<file path="src/rtl/store_trace_fifo_if.sv">
// Store-trace bus: processor store strobe/payload in, show-ahead FIFO head and status out.
// master = processor/consumer side, slave = the FIFO.
interface store_trace_fifo_if #(
   parameter int unsigned DEPTH = 8
);
   localparam int unsigned AW = (DEPTH > 1) ? $clog2(DEPTH) : 1;
   localparam int unsigned LW = AW + 1;

   logic          MemWrite;
   logic [31:0]   ALUresult;
   logic [31:0]   WriteOnMem;
   logic          out_ready;
   logic          out_valid;
   logic [31:0]   out_addr;
   logic [31:0]   out_data;
   logic          out_misaligned;
   logic [LW-1:0] level;
   logic          full;
   logic          empty;
   logic          overflow;
   logic [7:0]    drop_count;

   modport master (
      output MemWrite, ALUresult, WriteOnMem, out_ready,
      input  out_valid, out_addr, out_data, out_misaligned,
      input  level, full, empty, overflow, drop_count
   );

   modport slave (
      input  MemWrite, ALUresult, WriteOnMem, out_ready,
      output out_valid, out_addr, out_data, out_misaligned,
      output level, full, empty, overflow, drop_count
   );
endinterface

</file>
<file path="src/rtl/store_trace_fifo.sv">
// Show-ahead FIFO capturing processor data-memory stores for a trace consumer.
// Stores arriving while full (and not popping) are dropped and counted.
module store_trace_fifo #(
   parameter int unsigned DEPTH = 8
) (
   input logic              CLK,
   input logic              reset,
   store_trace_fifo_if.slave bus
);
   localparam int unsigned AW = (DEPTH > 1) ? $clog2(DEPTH) : 1;
   localparam int unsigned LW = AW + 1;

   typedef struct packed {
      logic [31:0] addr;
      logic [31:0] data;
      logic        misaligned;
   } entry_t;

   entry_t        mem [DEPTH];
   logic [AW-1:0] rd_ptr;
   logic [AW-1:0] wr_ptr;
   logic [LW-1:0] level_q;
   logic [LW-1:0] level_next;
   logic          full_q;
   logic          empty_q;
   logic          overflow_q;
   logic [7:0]    drop_q;
   logic          pop_c;
   logic          push_c;
   logic          drop_c;

   // A pop frees a slot on the same edge, so a full FIFO still accepts a push then.
   always_comb begin
      pop_c      = 1'b0;
      push_c     = 1'b0;
      drop_c     = 1'b0;
      pop_c      = !empty_q && bus.out_ready;
      push_c     = bus.MemWrite && (!full_q || pop_c);
      drop_c     = bus.MemWrite && full_q && !pop_c;
      level_next = level_q + LW'(push_c) - LW'(pop_c);
   end

   // Storage is not reset; occupancy tracking makes stale entries invisible.
   always_ff @(posedge CLK) begin
      if (push_c) begin
         mem[wr_ptr] <= '{addr:       bus.ALUresult,
                          data:       bus.WriteOnMem,
                          misaligned: |bus.ALUresult[1:0]};
      end
   end

   always_ff @(posedge CLK or posedge reset) begin
      if (reset) begin
         rd_ptr     <= '0;
         wr_ptr     <= '0;
         level_q    <= '0;
         full_q     <= 1'b0;
         empty_q    <= 1'b1;
         overflow_q <= 1'b0;
         drop_q     <= '0;
      end else begin
         if (push_c) wr_ptr <= wr_ptr + AW'(1);
         if (pop_c)  rd_ptr <= rd_ptr + AW'(1);
         level_q <= level_next;
         full_q  <= (level_next == LW'(DEPTH));
         empty_q <= (level_next == '0);
         if (drop_c) begin
            overflow_q <= 1'b1;
            if (drop_q != 8'hFF) drop_q <= drop_q + 8'd1;
         end
      end
   end

   // Head is read straight from storage for zero-latency show-ahead.
   assign bus.out_valid      = !empty_q;
   assign bus.out_addr       = mem[rd_ptr].addr;
   assign bus.out_data       = mem[rd_ptr].data;
   assign bus.out_misaligned = mem[rd_ptr].misaligned;
   assign bus.level          = level_q;
   assign bus.full           = full_q;
   assign bus.empty          = empty_q;
   assign bus.overflow       = overflow_q;
   assign bus.drop_count     = drop_q;
endmodule

</file>
<file path="src/flat_wrapper.sv">
// flat-port wrapper written by rule: the top's interface ports become plain ports
module store_trace_fifo_flat 
#(
   parameter int unsigned DEPTH = 8
)
  (CLK, reset, bus_MemWrite, bus_ALUresult, bus_WriteOnMem, bus_out_ready, bus_out_valid, bus_out_addr, bus_out_data, bus_out_misaligned, bus_level, bus_full, bus_empty, bus_overflow, bus_drop_count);
  store_trace_fifo_if #(.DEPTH(DEPTH)) bus_i ();
  input logic CLK;
  input logic reset;
  input wire logic [$bits(bus_i.MemWrite)-1:0] bus_MemWrite;
  input wire logic [$bits(bus_i.ALUresult)-1:0] bus_ALUresult;
  input wire logic [$bits(bus_i.WriteOnMem)-1:0] bus_WriteOnMem;
  input wire logic [$bits(bus_i.out_ready)-1:0] bus_out_ready;
  output wire logic [$bits(bus_i.out_valid)-1:0] bus_out_valid;
  output wire logic [$bits(bus_i.out_addr)-1:0] bus_out_addr;
  output wire logic [$bits(bus_i.out_data)-1:0] bus_out_data;
  output wire logic [$bits(bus_i.out_misaligned)-1:0] bus_out_misaligned;
  output wire logic [$bits(bus_i.level)-1:0] bus_level;
  output wire logic [$bits(bus_i.full)-1:0] bus_full;
  output wire logic [$bits(bus_i.empty)-1:0] bus_empty;
  output wire logic [$bits(bus_i.overflow)-1:0] bus_overflow;
  output wire logic [$bits(bus_i.drop_count)-1:0] bus_drop_count;
  assign bus_i.MemWrite = bus_MemWrite;
  assign bus_i.ALUresult = bus_ALUresult;
  assign bus_i.WriteOnMem = bus_WriteOnMem;
  assign bus_i.out_ready = bus_out_ready;
  assign bus_out_valid = bus_i.out_valid;
  assign bus_out_addr = bus_i.out_addr;
  assign bus_out_data = bus_i.out_data;
  assign bus_out_misaligned = bus_i.out_misaligned;
  assign bus_level = bus_i.level;
  assign bus_full = bus_i.full;
  assign bus_empty = bus_i.empty;
  assign bus_overflow = bus_i.overflow;
  assign bus_drop_count = bus_i.drop_count;
  store_trace_fifo #(.DEPTH(DEPTH)) u_core (.CLK(CLK), .reset(reset), .bus(bus_i));
endmodule
</file>
<file path="config.mk">
export PLATFORM = sky130hd
export DESIGN_NAME = store_trace_fifo_flat
export DESIGN_NICKNAME = d
export VERILOG_FILES = /design/src/rtl/store_trace_fifo_if.sv /design/src/rtl/store_trace_fifo.sv /design/src/flat_wrapper.sv
export SDC_FILE = /design/constraint.sdc
export NUM_CORES = 1
export LEC_CHECK = 0
export CAP_MARGIN = 20
export CORE_MARGIN = 2
export CORE_UTILIZATION = 48
export CTS_CLUSTER_SIZE = 8
export DETAILED_ROUTE_END_ITERATION = 7
export PLACE_DENSITY_LB_ADDON = 0.08
export SLEW_MARGIN = 20
export SYNTH_ARGS = -nofsm -noshare
export SYNTH_HDL_FRONTEND = slang
export SYNTH_SLANG_ARGS = --single-unit
</file>
<file path="constraint.sdc">
create_clock -name CLK -period 5.75 [get_ports CLK]
set_clock_uncertainty 0.15 [all_clocks]
set_input_delay 1.725 -clock CLK [delete_from_list [all_inputs] [get_ports CLK]]
set_output_delay 1.725 -clock CLK [all_outputs]
set_load 0.05 [all_outputs]
</file>
==> out/metrics.yaml, run 1 <==
outcome:
  status: "finished clean"
floorplan:
  ioPinCount: 149
  die_y_um: 211
  start_util_pct: 48.8
  die-area_um2: 44500
  die_w_um: 211
  num_rows: 75
  core_um2: 42100
logic_synthesis:
  synth_nets: 926
  syn_inst: 851
  syn_area_um2: 20600
  synth_cell_types: 30
  avgSynthCellArea_um2: 24.2
  synth-seq-area-share_pct: 78.5
  ys_seq_elements: 541
  yosys_warnings: 0
timing:
  hold_viol: 0
  setup_tns_ns: 0
  setup_violations: 0
  drv_slew: 0
  maxSlewHeadroom_pct: 38.8
  finalWorstSetupSlack_ns: 0.584
  clock.fmax_ghz: 0.194
  min_period_ns: 5.17
  tightestPinTransition_ns: 0.916
  rsz0062_at_grt: "false"
  fin_crit_sh_pct: 89.8
pwr:
  cellPowerDensity_nw_per_um2: 581
  peakVddDrop_uv: 387
  finalPower_mw: 14.5
  power_leakage_nw: 8.09
finish:
  register_area_um2: 16200
  final_area_um2: 25000
  multi_input_area_um2: 4230
  drive_gt1_share_pct: 29.8
  fillers: 3014
  nets: 1141
  syn_to_final_growth_pct: 21.6
route:
  top_layer_used: "met5"
  wl_met2_um: 19500
  drc: 0
  wl_um: 40100
  ant_nets: 0
  dr.pass1.iters: 7
  drt-initial-drc-count: 627
  num_vias: 9213
  route.met3.wl_um: 2260
  wl_per_cell_um: 24.6
  m1WireLength_um: 17600
  vias_per_cell: 5.65
placement:
  dpl.hpwl_um: 21400
  gp_congestion: 0.703
  placed_area_um2: 22900
  place_ws_ns: 1.13
  port_buffers: 148
global_route:
  grt_pass1_vias: 9941
  grt_pass1_wl_um: 60700
  antenna_found_initial: 3
  grt_use_total_pct: 18.6
  grt_max_degree: 50
  grt-ovfl-total: 0
setup_path:
  crit_path_end_kind: "primary output"
  cp-start-kind: "flip-flop"
  cp.arrival_ns: 3.29
  worstSetupPathType: "reg -> out"
  path_max_fanout: 45
  cp_data_required_time_ns: 3.88
clock_tree:
  clkLatencyLatePin_ns: 0.57
  path_clk_slew_ns: 0.05
  numCtsBuffers: 77
  cts-resized-gates: 0
  postCtsSetupBuffers: 0
  clock-root-buffer: "clkbuf_16"
  cts_tree: "yes"
  htreeDepth: 3
  clock-sinks: 541
  clk_path_buf_depth: 3
  holdBufCountCts: 0
hold_path:
  hold_path_class: "reg -> reg"
run:
  maxCapViolCount: 0
state kept, by name, indices dropped and copies added (netlist names):
name	cells
u_core.mem	520
u_core.bus.full	1
u_core.bus.drop_count	8
u_core.bus.level	4
u_core.wr_ptr	3
u_core.rd_ptr	3
u_core.bus.overflow	1
u_core.bus.empty	1
path summary, 6_finish.rpt:
kind	end	slack, ns	cells past startpoint	start
max	bus_out_data[24]	0.58	4	u_core.rd_ptr[1]
min	u_core.bus.overflow	0.33	1	u_core.bus.overflow
max reg2reg	u_core.mem[0][57]	3.20	6	u_core.bus.empty
min reg2reg	u_core.bus.overflow	0.33	1	u_core.bus.overflow
max in group asynchronous	u_core.rd_ptr[0]	3.27	2	reset
min in group asynchronous	u_core.bus.overflow	1.51	2	reset
cell families (layout without fill, tap and decap cells):
group,Yosys count,in the layout,share of synthesized area (%)
muxes,201,201,18.1
AOI/OAI and AO/OA,5,5,0.152
buffers and inverters,46,286,1.28
other,0,2,0
DFF,541,541,78.5
adders and majority gates,7,7,0.462
xor gates and xnor gates,10,10,0.426
and+or+nand+nor,41,41,1.05
metrics by stage:
stage	instances	utilization, %	hold slack, ns
finish	1632	59.3	0.325
floorplan	851	-	0.330
detailed placement	1526	54.3	0.311
CTS	1630	59.3	0.328
global placement	1526	54.3	0.307
global route	1630	59.3	0.356
cell type report:
class	count	share of cell area, %
flip-flops and latches	541	64.6
clock buffers	103	8.44
diodes	2	0.0200
multi-input cells	264	16.9
clock inverters	1	0.0200
repair buffers	175	7.19
inverters	7	0.105
well taps	539	2.70
synthesized netlist by cell type, drive strengths merged:
library cell    n  area (um2)
a21boi          1        7.51
a21o            1        7.51
a21oi           2        10.0
a31oi           1        6.26
and2            1        6.26
and3            5        31.3
and4            2        17.5
buf            25         185
clkbuf         14        52.6
dfrtp          20         500
dfstp           1        26.3
edfxtp        520       15600
fa              1        20.0
ha              6        75.1
inv             7        26.3
mux2           71         800
mux4          130        2930
nand2           9        33.8
nand2b          6        37.5
nand3           2        10.0
nand4           2        12.5
nor2            7        26.3
nor2b           1        6.26
nor3            2        10.0
or2             3        18.8
or3             1        6.26
xnor2           8        70.1
xor2            2        17.5
routing by layer:
layer	global-route usage, %	up-vias
met2	29.6	230
met1	25.7	4898
met5	0	-
li1	-	4018
met3	4.55	65
met4	6.05	2
power by group:
part           switching (mW)  internal, mW
registers               0.318          4.95
clock network            1.47          2.50
logic                    3.07          2.20
layout by cell type, fill, tap and decap left out, types with 2 or more instances in the layout:
master	instances
edfxtp_1	520
clkdlybuf4s50_1	148
mux4_2	130
clkbuf_16	81
mux2_2	71
clkbuf_1	22
buf_4	18
dfrtp_1	17
nand2_1	9
buf_12	9
xnor2_1	8
inv_1	7
nand2b_1	6
nor2_4	6
ha_1	6
and3_1	5
or2_2	3
dfrtp_4	3
diode_2	2
xor2_1	2
and4_1	2
nand3_1	2
a21oi_1	2
nor3_4	2
nand4_1	2
critical path: stages, from the launching register on:
cell and delay [ns]:
dfrtp_4 0.91, buf_4 0.43, mux4_2 0.35, mux2_2 0.28, clkdlybuf4s50_1 0.71
(Power assumes the default switching activity.)
==> inputs of run 2 (changes only) <==
==> constraint.sdc (replaced) <==
create_clock -name CLK -period 5.12 [get_ports CLK]
set_clock_uncertainty 0.15 [all_clocks]
set_input_delay 1.536 -clock CLK [delete_from_list [all_inputs] [get_ports CLK]]
set_output_delay 1.536 -clock CLK [all_outputs]
set_load 0.05 [all_outputs]
==> run 2 against run 1 <==
Effect of this change:
- critical path depth stayed put
- sequential power is 11% higher
- design area is 0.44% higher
- global-route usage is 0.19 points higher
- first-iteration DRC count is 2.9% higher
- core utilization is 0.26 points higher
- via count is 1.1% lower
- combinational power is 16% higher
- non-clock buffer count stayed put
- routed wire length is 0.20% higher
- highest routed layer unchanged
==> out/metrics.yaml, run 2 (synthesis gave the netlist of run 1 again) <==
outcome:
  status: "finished clean"  # unchanged
finish:
  largest-register: "u_core.mem"  # unchanged
  syn_to_final_growth_pct: 22.1  # was 21.6%
  layout.cells.most_common: "edfxtp_1"  # unchanged
  drive_gt1_share_pct: 30.3  # was 29.8%
  largest_reg_flops: 520  # unchanged
  fin_util_pct: 59.6  # was 59.3%
  layout_common_cells: "edfxtp_1 (520), clkdlybuf4s50_1 (148), mux4_2 (130)"  # unchanged
  nets: 1141  # unchanged
  fillers: 2995  # was 3014
setup_path:
  cp_data_required_time_ns: 3.43  # was 3.88 ns
  cp_slowest_cell: "dfrtp_4"  # unchanged
  cp-start-kind: "flip-flop"  # unchanged
  rrSetupSlack_ns: 2.35  # was 3.20 ns
  path_cells: "buf_4 -> mux4_2 -> mux2_2 -> clkdlybuf4s50_1"  # unchanged
  path_max_fanout: 16  # was 45
  cp.arrival_ns: 3.19  # was 3.29 ns
  crit_path_end_kind: "primary output"  # unchanged
  r2r_cells: 5  # was 6
  worstSetupPathType: "reg -> out"  # unchanged
  cp_slowest_stage_delay_ns: 0.70  # was 0.91 ns
  rr_endpoint: "u_core.mem[7][57]"  # was u_core.mem[0][57]
  r2r-start: "u_core.bus.empty"  # unchanged
floorplan:
  core_um2: 42100  # unchanged
  start_util_pct: 48.8  # unchanged
  num_rows: 75  # unchanged
  ioPinCount: 149  # unchanged
  die-area_um2: 44500  # unchanged
  die_y_um: 211  # unchanged
  die_w_um: 211  # unchanged
clock_tree:
  htreeDepth: 3  # unchanged
  clock-root-buffer: "clkbuf_16"  # unchanged
  cts-resized-gates: 0  # unchanged
  holdBufCountCts: 0  # unchanged
  postCtsSetupBuffers: 1  # was 0
  path_clk_slew_ns: 0.05  # about the same
  clk_path_buf_depth: 3  # unchanged
  clkLatencyLatePin_ns: 0.58  # was 0.57 ns
  numCtsBuffers: 77  # unchanged
  cts_tree: "yes"  # unchanged
  clock-sinks: 541  # unchanged
timing:
  fin_crit_sh_pct: 95.1
  finalWorstSetupSlack_ns: 0.249  # was 0.584 ns
  maxSlewHeadroom_pct: 41.8  # was 38.8%
  drv_slew: 0  # unchanged
  whs_ns: 0.337  # was 0.325 ns
  tightestPinTransition_ns: 0.872  # was 0.916 ns
  hold_viol: 0  # unchanged
  rsz0062_at_grt: "false"  # unchanged
  clock.fmax_ghz: 0.205
  setup_violations: 0  # unchanged
  min_period_ns: 4.87
hold_path:
  min_from: "u_core.bus.overflow"  # unchanged
  hold_end: "u_core.bus.overflow"  # unchanged
  holdPathStages: 1  # unchanged
  hold_path_class: "reg -> reg"  # unchanged
global_route:
  antenna_found_initial: 3  # unchanged
  grt_max_degree: 70  # was 50
  grt_pass1_vias: 10100  # was 9941
  grt_pass1_wl_um: 60900  # was 60700 um
  grt_use_total_pct: 18.8  # was 18.6%
  grt-ovfl-total: 0  # unchanged
pwr:
  p_switching_mw: 5.51  # was 4.86 mW
  finalPower_mw: 16.4  # was 14.5 mW
  peakVddDrop_uv: 490  # was 387 uV
  clkPwrFrac_pct: 27.1  # was 27.3%
  power.share.combinational_pct: 37.3  # was 36.3%
  pwr-share-seq_pct: 35.6  # was 36.3%
  cellPowerDensity_nw_per_um2: 653  # was 581 nW/um2
  p_int_mw: 10.9  # was 9.65 mW
  power_leakage_nw: 8.13  # was 8.09 nW
  swShare_pct: 33.6  # was 33.5%
route:
  wl_per_cell_um: 24.7  # was 24.6 um
  drc: 0  # unchanged
  wl_um: 40200  # was 40100 um
  ant_nets: 0  # unchanged
  drt-initial-drc-count: 645  # was 627
  dr.pass1.iters: 5  # was 7
  vias_per_cell: 5.61  # was 5.65
  num_vias: 9116  # was 9213
run:
  maxCapViolCount: 0  # unchanged
placement:
  dpl.hpwl_um: 20800  # was 21400 um
  port_buffers: 148  # unchanged
  gp_congestion: 0.713  # was 0.703
  place_ws_ns: 0.597  # was 1.13 ns
==> run 2: worst max path at each step <==
stage	slack (ns)	startpoint	cells after the start	to
after floorplan	-0.53	bus_out_ready	5	u_core.mem[6][0]
after global placement	0.60	u_core.rd_ptr[0]	4	bus_out_data[16]
after global routing	0.10	u_core.rd_ptr[0]	4	bus_out_data[16]
after CTS	0.15	u_core.rd_ptr[0]	4	bus_out_data[16]
after detailed placement	0.60	u_core.rd_ptr[0]	4	bus_out_data[16]
final	0.25	u_core.rd_ptr[0]	4	bus_out_data[16]
==> run 2: final cells by class <==
class | count | area (um2) | share of cell area, %
flip-flops and latches | 541 | 16200 | 64.3
multi-input cells | 264 | 4230 | 16.8
clock buffers | 92 | 2050 | 8.15
repair buffers | 175 | 1930 | 7.69
well taps | 539 | 674 | 2.69
clock inverters | 5 | 47.5 | 0.189
inverters | 7 | 26.3 | 0.105
diodes | 1 | 2.50 | 0.00997
==> run 2: power by group through the flow <==
stage / clock [mW] / combinational (mW) / sequential [mW]
global route: 4.73 / 6.47 / 5.89
global placement: 0 / 6.15 / 5.92
detailed placement: 0 / 6.16 / 5.94
CTS: 4.57 / 6.25 / 5.84
finish: 4.44 / 6.12 / 5.83
floorplan: 0 / 4.27 / 5.91
==> run 2: worst max-delay path: cells and delay by family (launching register included) <==
family / cells / cell delay (ns)
DFF: 1 / 0.70
buffers and inverters: 2 / 1.06
muxes: 2 / 0.84
==> run 2: per-stage QoR <==
stage               setup TNS, ns  instances  instance area [um2]
floorplan                 -245.96        851                20600
global placement                0       1525                23000
detailed placement              0       1525                23000
CTS                             0       1623                25100
global route                    0       1623                25100
finish                          0       1624                25100
==> run 2: metal layers <==
metal	vias to the layer above	global-route usage [%]	part of all wire, %
met5	-	0	0.072
met3	61	4.27	5.5
li1	4014	-	-
met1	4805	26.2	44
met4	4	6.19	1.8
met2	232	29.9	48
==> inputs of run 3 (changes only) <==
--- a/config.mk
+++ b/config.mk
@@ -11,7 +11,7 @@
 export CTS_CLUSTER_SIZE = 8
 export DETAILED_ROUTE_END_ITERATION = 7
 export PLACE_DENSITY_LB_ADDON = 0.08
-export SLEW_MARGIN = 20
+export SLEW_MARGIN = 5
 export SYNTH_ARGS = -nofsm -noshare
 export SYNTH_HDL_FRONTEND = slang
 export SYNTH_SLANG_ARGS = --single-unit
==> results of run 3 <==
Same layout as run 2: the final DEF is identical, and so are final timing and power.
